<file path="config.mk">
export PLATFORM = sky130hd
export DESIGN_NAME = dma_mem_port
export DESIGN_NICKNAME = d
export VERILOG_FILES = /design/src/rtl/dma_mem_port.sv
export SDC_FILE = /design/constraint.sdc
export NUM_CORES = 1
export LEC_CHECK = 0
export CORE_AREA = 2 2 110 112
export DETAILED_ROUTE_END_ITERATION = 16
export DIE_AREA = 0 0 112 114
export PLACE_DENSITY = 0.65
export REMOVE_ABC_BUFFERS = 1
export SYNTH_ARGS = -nofsm -noshare
export SYNTH_HDL_FRONTEND = slang
export SYNTH_SLANG_ARGS = --single-unit
</file>
<file path="constraint.sdc">
create_clock -name clk -period 3.76 [get_ports clk]
set_input_delay 1.128 -clock clk [delete_from_list [all_inputs] [get_ports clk]]
set_output_delay 1.128 -clock clk [all_outputs]
set_load 0.005 [all_outputs]
</file>
<file path="src/rtl/dma_mem_port.sv">
// dma_mem_port: arbitrates DMA (priority) and CPU accesses onto one single-port data RAM and runs the host-exchange window handshake.
// Optional feature: define DMA_MEM_PORT_RANGE_CHECK_EN to drop out-of-range DMA accesses and raise a sticky dma_err.
module dma_mem_port #(
    parameter int          WORD_SIZE     = 32,
    parameter int          MEM_DEPTH     = 4096,
    parameter logic [31:0] WIN_BASE      = 32'h5000,
    parameter int          WIN_WORDS     = 16,
    parameter logic [31:0] DOORBELL_ADDR = 32'hFF00,
    parameter logic [31:0] STATUS_ADDR   = 32'hFF04,
    localparam int         AW            = $clog2(MEM_DEPTH)
) (
    input  logic                 clk,
    input  logic                 rst_n,
    input  logic                 DMAEn,
    input  logic                 DMAWrEn,
    input  logic [31:0]          DMAAddr,
    input  logic [WORD_SIZE-1:0] data_to_mem,
    output logic                 DMAValid,
    output logic [WORD_SIZE-1:0] data_to_host,
    output logic                 wr_ready,
    output logic                 cpu_init,
    input  logic                 cpu_en,
    input  logic                 cpu_wr_en,
    input  logic [31:0]          cpu_addr,
    input  logic [WORD_SIZE-1:0] cpu_wdata,
    output logic [WORD_SIZE-1:0] cpu_rdata,
    output logic                 cpu_valid,
    output logic                 cpu_stall,
    output logic                 mem_en,
    output logic                 mem_we,
    output logic [AW-1:0]        mem_addr,
    output logic [WORD_SIZE-1:0] mem_wdata,
    input  logic [WORD_SIZE-1:0] mem_rdata,
    output logic                 dma_err
);

    localparam int            CW       = (WIN_WORDS > 1) ? $clog2(WIN_WORDS) : 1;
    localparam logic [CW-1:0] CNT_LAST = CW'(WIN_WORDS - 1);
    localparam logic [31:0]   WIN_END  = WIN_BASE + 32'(4 * WIN_WORDS);

    typedef enum logic {IDLE, UPLOAD} state_t;

    state_t                 state, state_next;
    logic [CW-1:0]          rd_cnt, wr_cnt;
    logic                   rd_cnt_clr, rd_cnt_inc;
    logic                   dma_in_range, dma_grant;
    logic                   win_hit, win_rd, win_wr, wrap_set;
    logic                   cpu_is_doorbell, cpu_is_status, cpu_ram_req, cpu_grant;
    logic                   doorbell_wr, status_rd, cpu_rd_accept;
    logic                   dma_rd_q, dma_zero_q, cpu_rd_q, cpu_from_ram_q;
    logic [WORD_SIZE-1:0]   status_word, status_q;
    logic                   dma_err_q;

`ifdef DMA_MEM_PORT_RANGE_CHECK_EN
    localparam logic [32:0] DMA_LIMIT = 33'(4 * MEM_DEPTH);
    logic dma_oor;

    assign dma_in_range = ({1'b0, DMAAddr} < DMA_LIMIT);
    assign dma_oor      = rst_n & DMAEn & ~dma_in_range;

    always_ff @(posedge clk) begin
        if (!rst_n)
            dma_err_q <= 1'b0;
        else if (dma_oor)
            dma_err_q <= 1'b1;
        else if (status_rd)
            dma_err_q <= 1'b0;
    end
`else
    assign dma_in_range = 1'b1;
    assign dma_err_q    = 1'b0;
`endif

    assign dma_err = dma_err_q;

    assign win_hit         = (DMAAddr >= WIN_BASE) && (DMAAddr < WIN_END);
    assign win_rd          = DMAEn & ~DMAWrEn & win_hit;
    assign win_wr          = DMAEn & DMAWrEn & win_hit;
    assign wrap_set        = win_wr & (wr_cnt == CNT_LAST);
    assign dma_grant       = rst_n & DMAEn & dma_in_range;

    // Doorbell and status live outside the RAM, so they never compete with DMA.
    assign cpu_is_doorbell = (cpu_addr == DOORBELL_ADDR);
    assign cpu_is_status   = (cpu_addr == STATUS_ADDR);
    assign cpu_ram_req     = cpu_en & ~cpu_is_doorbell & ~cpu_is_status;
    assign cpu_stall       = rst_n & cpu_ram_req & DMAEn;
    assign cpu_grant       = rst_n & cpu_ram_req & ~DMAEn;
    assign doorbell_wr     = cpu_en & cpu_wr_en & cpu_is_doorbell;
    assign status_rd       = cpu_en & ~cpu_wr_en & cpu_is_status;
    assign cpu_rd_accept   = cpu_en & ~cpu_wr_en & ~cpu_stall;

    always_comb begin
        mem_en    = 1'b0;
        mem_we    = 1'b0;
        mem_addr  = '0;
        mem_wdata = '0;
        if (dma_grant) begin
            mem_en    = 1'b1;
            mem_we    = DMAWrEn;
            mem_addr  = DMAAddr[2 +: AW];
            mem_wdata = data_to_mem;
        end else if (cpu_grant) begin
            mem_en    = 1'b1;
            mem_we    = cpu_wr_en;
            mem_addr  = cpu_addr[2 +: AW];
            mem_wdata = cpu_wdata;
        end
    end

    always_comb begin
        status_word      = '0;
        status_word[2:0] = {dma_err_q, wr_ready, cpu_init};
    end

    always_ff @(posedge clk) begin
        if (!rst_n)
            state <= IDLE;
        else
            state <= state_next;
    end

    always_comb begin
        state_next = state;
        case (state)
            IDLE:    if (doorbell_wr) state_next = UPLOAD;
            UPLOAD:  if (win_rd && (rd_cnt == CNT_LAST)) state_next = IDLE;
            default: state_next = IDLE;
        endcase
    end

    always_comb begin
        wr_ready   = (state == UPLOAD);
        rd_cnt_clr = (state == IDLE) & doorbell_wr;
        rd_cnt_inc = (state == UPLOAD) & win_rd;
    end

    // A set on the wrapping window write takes precedence over a status-read clear.
    always_ff @(posedge clk) begin
        if (!rst_n) begin
            rd_cnt   <= '0;
            wr_cnt   <= '0;
            cpu_init <= 1'b0;
        end else begin
            if (rd_cnt_clr)
                rd_cnt <= '0;
            else if (rd_cnt_inc)
                rd_cnt <= rd_cnt + 1'b1;
            if (win_wr)
                wr_cnt <= (wr_cnt == CNT_LAST) ? '0 : wr_cnt + 1'b1;
            if (wrap_set)
                cpu_init <= 1'b1;
            else if (status_rd)
                cpu_init <= 1'b0;
        end
    end

    always_ff @(posedge clk) begin
        if (!rst_n) begin
            dma_rd_q       <= 1'b0;
            dma_zero_q     <= 1'b0;
            cpu_rd_q       <= 1'b0;
            cpu_from_ram_q <= 1'b0;
            status_q       <= '0;
        end else begin
            dma_rd_q       <= DMAEn & ~DMAWrEn;
            dma_zero_q     <= DMAEn & ~DMAWrEn & ~dma_in_range;
            cpu_rd_q       <= cpu_rd_accept;
            cpu_from_ram_q <= cpu_rd_accept & cpu_ram_req;
            status_q       <= status_rd ? status_word : '0;
        end
    end

    assign DMAValid     = dma_rd_q;
    assign data_to_host = (dma_rd_q & ~dma_zero_q) ? mem_rdata : '0;
    assign cpu_valid    = cpu_rd_q;
    assign cpu_rdata    = cpu_from_ram_q ? mem_rdata : status_q;

endmodule

</file>
After elaboration in Yosys (flattened, before gate mapping)
Cells that the tools add are included.
- flip-flop bits (word level): 45
- input bits: 166
- output and inout bits: 116
- logic and storage cells: 65
- add/subtract/negate cells: 2
- order comparisons: 2
- eq/ne operators: 4
- muxes and demuxes: 16
- bitwise logic cells: 27
- reduce and logical (&&, ||, !) cells: 5
- operators by type and width (operator ; number):
    32-bit two-way mux ; 4
    32-bit by 16-bit equality test with 1-bit output, second input constant ; 2
    32-bit by 15-bit >= comparator with 1-bit output, second input constant ; 1
    32-bit by 15-bit < comparator with 1-bit output, second input constant ; 1
    12-bit two-way mux ; 2
    1-bit bitwise AND ; 19
    4-bit by 1-bit adder with 4-bit output, second input constant ; 2
    4-bit equality test, second input constant ; 2
    1-bit two-way mux ; 8
    1-bit NOT ; 8
    4-bit two-way mux ; 1
    1-bit logical AND ; 2
    1-bit case mux with 2 select lines ; 1
    2-bit AND reduction ; 1
    2-bit nonzero test ; 1
    2-bit OR reduction ; 1

Longest topological paths before layout
- word-level depth: 9
- depth in mapped cells: 5
- gate-level depth less buffers: 5

Worst setup path after synthesis
No wires, ideal clock.
- path type: input-to-output
- start: input cpu_addr[8]
- end: output mem_addr[10]
- data arrival time: 2.225 ns
- slack: 0.407 ns
- cell stages on the path: 5
- cell sequence: nor4b_1 > and4bb_2 > a211oi_4 > buf_2 > a22o_1
- cells in the longest elaborated chain, start to end: 8
- elaborated cells between the ends (all ways): 10
- those cells by class: 2 x eq/ne; 2 x mux; 6 x bitwise
- RTL lines (what ; line ; source):
    start, declared ; 24 ; input logic [31:0] cpu_addr,
    32-bit by 16-bit equality test with 1-bit output ; 83 ; assign cpu_is_doorbell = (cpu_addr == DOORBELL_ADDR);
    1-bit NOT ; 85 ; assign cpu_ram_req = cpu_en & ~cpu_is_doorbell & ~cpu_is_status;
    1-bit bitwise AND ; 85 ;
    1-bit bitwise AND (*) ; 85 ;
    1-bit bitwise AND (*) (2 in a row) ; 87 ; assign cpu_grant = rst_n & cpu_ram_req & ~DMAEn;
    12-bit two-way mux (*) ; 102 ; end else if (cpu_grant) begin
    12-bit two-way mux (*) ; 97 ; if (dma_grant) begin
    end, declared ; 31 ; output logic [AW-1:0] mem_addr,
Every way passes the cells marked *; elsewhere a longest branch is shown, timed or not.

Worst setup path in the final report
- start: input cpu_addr[12]
- end: output mem_addr[4]
Same word-level chain as after synthesis.

==> summary.md <==
| Metric | Value |
|---|---|
| Status | completed |
| CTS tree | yes |
| Clk root buf | clkbuf_16 |
| Post-DR vias/cell | roughly 4.5 |
| Ys async rst share | 0% |
| Latest clock arrival within the worst-skew pair | approximately 0.25 ns |
| CP max-delay cell | and4bb_2 |
| Mapped Cells | 235 |
| Final period utilization | 98.6% |
| Yosys warns | 0 |
| Post-synth cell types | 45 |
| Final Hold Slack | approximately 0.5 ns |
| Total GRT Usage | a little under a fifth |
| Post-synthesis sequential element count | 15 |
| CP Buf/Inv Count | 4 |
| Final Critical Period | ~3.7 ns |
| Crit path max-delay family | buffers and inverters |
| Hold buffer count at cts | 0 |
| Total placed cells including tap cells | roughly 670 |
| Final hold violation count | 0 |
| Ys flop type | dfxtp_1 |
| Port-buffer cells | 278 |
| Nets | 720 |
| Setup WS pre-CTS | -0.702 ns |
| Vias in the first global route | around 3200 |
| Min-delay src | cpu_init |
| Via Count | 3162 |
| Largest net degree at the start of global routing | 34 |
| Critical path capture point type | output pin |
| Post-DRT Antenna Nets | 0 |
| DP HPWL | 9960 microns |
| GP Congestion | 0.767 |
| Clock Sinks | 15 |
| Placed cell areas | 4920 sq um |
| Drt wl/cell | 18.0 microns |
| CP Launch Point | cpu_addr[12] |
| Total core area | around 12000 sq um |
| Avg Cell Area, Syn | 7.76 sq um |
| P per Cell Area | between 100 and 150 nW/um^2 |
| Die height | 114 microns |
| Initial Util | between 10% and 20% |
| Max Clk Rate | 270 MHz |
| Share of layout cells above drive strength 1 | around a quarter |
| Mapped Area | 1820 sq um |
| HP Class | flop to flop |
| Register area share after synthesis | 16.5% |
| H-tree depth | 1 |
| Starting DRT DRC Count | 195 |
| Fin cells | 699 |
| Final Instance Area | around 5200 sq um |
| Biggest area consumer among synthesized cells | a22o_1 |
| Total grt overflow | 0 |
| Post-synth top area share | 21.6% |
| Worst Path Required | 2.63 ns |
| Setup CP Type | primary input to output pin |
| Worst slew margin | between 40% and 50% |
| Worst setup SP type | primary input |
| Die ar. | 12800 sq um |
| Worst Path Arrival | roughly 2.6 ns |
| P&R area growth vs syn | 183% |
| DR pass1 iterations | 4 |
| I/O Pins | 282 |
| Filler cell count in the final layout | 1188 |
| CP cell instances | dlygate4sd2_1 -> nand4_1 -> and4bb_2 -> a211oi_4 -> buf_6 -> buf_6 -> a22o_1 -> buf_2 |
| Ranking of synthesized cells by area | a22o_1 (22%), and2_1 (21%), dfxtp_1 (16%) |
| Fin. max-slew vios | 0 |
| Max-cap violations | 0 |
| Crit path max fanout | 8 |
| Maximum vdd drop | between 100 and 150 uV |
| Number of synthesized flops with an enable pin | 0 |
| Leakage | around 2.2 nW |
| Initial antenna violation count | 1 |
| CP max stage delay | 0.28 ns |
| Worst-margin pin slew | 0.839 ns |
| Clock-pin slew on the worst setup and hold paths | roughly 0.050 ns |
| Final WL | 12600 microns |
| CTS Buffer Depth | 2 |
| Die Wd | 112 microns |
| First-pass GRT wire length | around 18000 microns |
| Setup Skew | between 0.0015 and 0.002 ns |
| Number of setup violations in the final report | 0 |
| Num CTS Buffers | 3 |
| CP dominant cell by count | buf_6 |
| Setup TNS | 0 ns |
| Drt drc | 0 |
| R2r startpoint | rd_cnt[0] |
| Final WS setup | 0.0522 ns |
| Number of cell rows | 40 |
-- power by group --
| group | switching, mW | total, mW | leakage (nW) | internal (mW) |
|---|---|---|---|---|
| logic | 0.122 | 0.377 | 2.00 | 0.255 |
| registers | 0.00307 | 0.163 | 0.121 | 0.160 |
| clock network | 0.0677 | 0.210 | 0.0409 | 0.142 |
| total | 0.193 | 0.750 | 2.16 | 0.557 |
-- cells in the mapped netlist, drive strengths merged (4+ instances only) --
master   n
and2    62
clkbuf  12
buf      5
nor3     8
nand2   11
inv      6
nand4    6
a21oi    4
dfxtp   15
nand3    4
a22o    45
nor4    11
o21a     4
-- kinds of logic (layout without fill, tap and decap cells) --
logic type / count (synthesis) / count (layout) / synth area share, %
AO/OA/AOI/OAI: 69 / 69 / 31.7
flip-flops: 15 / 15 / 16.5
AND/OR/NAND/NOR: 123 / 123 / 43.8
adder cells (fa/ha/maj): 2 / 2 / 1.37
buffers and inverters: 23 / 339 / 5.21
other: 1 / 2 / 0.206
multiplexers: 2 / 2 / 1.23
-- timing repair --
| item | 4_1_cts | 5_1_grt |
|---|---|---|
| gates resized for setup | 298 | 20 |
| setup endpoints to repair | 47 | 51 |
| setup buffers | 23 | 6 |
| gates cloned | 6 | 0 |
| pin swaps | 30 | 18 |
| endpoints found under the hold margin | 0 | 0 |
-- sequential cells by signal, summed over array words and instances (netlist names) --
register,count
cpu_valid,1
DMAValid,1
cpu_from_ram_q,1
wr_cnt,4
cpu_init,1
rd_cnt,4
status_q,2
wr_ready,1
-- layout by cell type (no fill, tap or decap), drive strengths merged, types with 2 or more instances in the layout --
cell / synthesis / routed
mux2: 2 / 2
nor3: 8 / 8
a21oi: 4 / 4
o31a: 2 / 2
dlygate4sd2: 0 / 5
clkdlybuf4s15: 0 / 12
nor2b: 2 / 2
and2: 62 / 62
nand4: 6 / 6
inv: 6 / 6
a22o: 45 / 45
nand2: 11 / 11
nand3: 4 / 4
and4bb: 2 / 2
o311ai: 2 / 2
o21ai: 3 / 3
nor4b: 2 / 2
o31ai: 2 / 2
and4: 3 / 3
clkbuf: 12 / 6
nor2: 3 / 3
nand4bb: 2 / 2
nor4: 11 / 11
clkdlybuf4s50: 0 / 198
a211oi: 3 / 3
dfxtp: 15 / 15
ha: 2 / 2
o21a: 4 / 4
or3: 2 / 2
buf: 5 / 110
-- worst paths after layout --
| kind | cells past startpoint | slack [ns] | end |
|---|---|---|---|
| setup / recovery | 8 | 0.05 | mem_addr[4] |
| hold / removal | 2 | 0.50 | cpu_init |
| setup reg to reg | 5 | 2.21 | rd_cnt[2] |
| hold reg to reg | 2 | 0.50 | cpu_init |
-- metrics by stage --
stage / total power [mW] / utilization (%)
3_5_place_dp: 0.539 / 42.0
5_1_grt: 0.781 / 44.1
6_report: 0.750 / 44.1
4_1_cts: 0.757 / 44.4
3_3_place_gp: 0.535 / 42.0
2_1_floorplan: 0.231 / -
-- worst register-to-register path, stage by stage (launching register included) --
cell and delay, ns:
dfxtp_1 0.39, ha_1 0.18, nor2b_1 0.19, nand3_1 0.13
or4_1 0.43, a21oi_1 0.16
-- layer usage --
metal | share of wire, % | vias to the layer above | track usage (%)
li1 | - | 1533 | -
met1 | 35 | 1435 | 18.8
met2 | 55 | 187 | 37.4
met3 | 9.2 | 7 | 4.30
met4 | 0.64 | 0 | 2.85
met5 | 0 | - | 0
-- cell type report --
cell class / instances / area [sq um] / area share (%)
repair buffers: 329 / 3030 / 58.7
multi-input cells: 197 / 1540 / 29.8
flip-flops and latches: 15 / 300 / 5.82
well taps: 147 / 184 / 3.56
clock buffers: 3 / 75.1 / 1.45
inverters: 6 / 22.5 / 0.436
clock inverters: 1 / 5.00 / 0.0969
diodes: 1 / 2.50 / 0.0485
No activity file was read; power rests on OpenSTA's default activity.
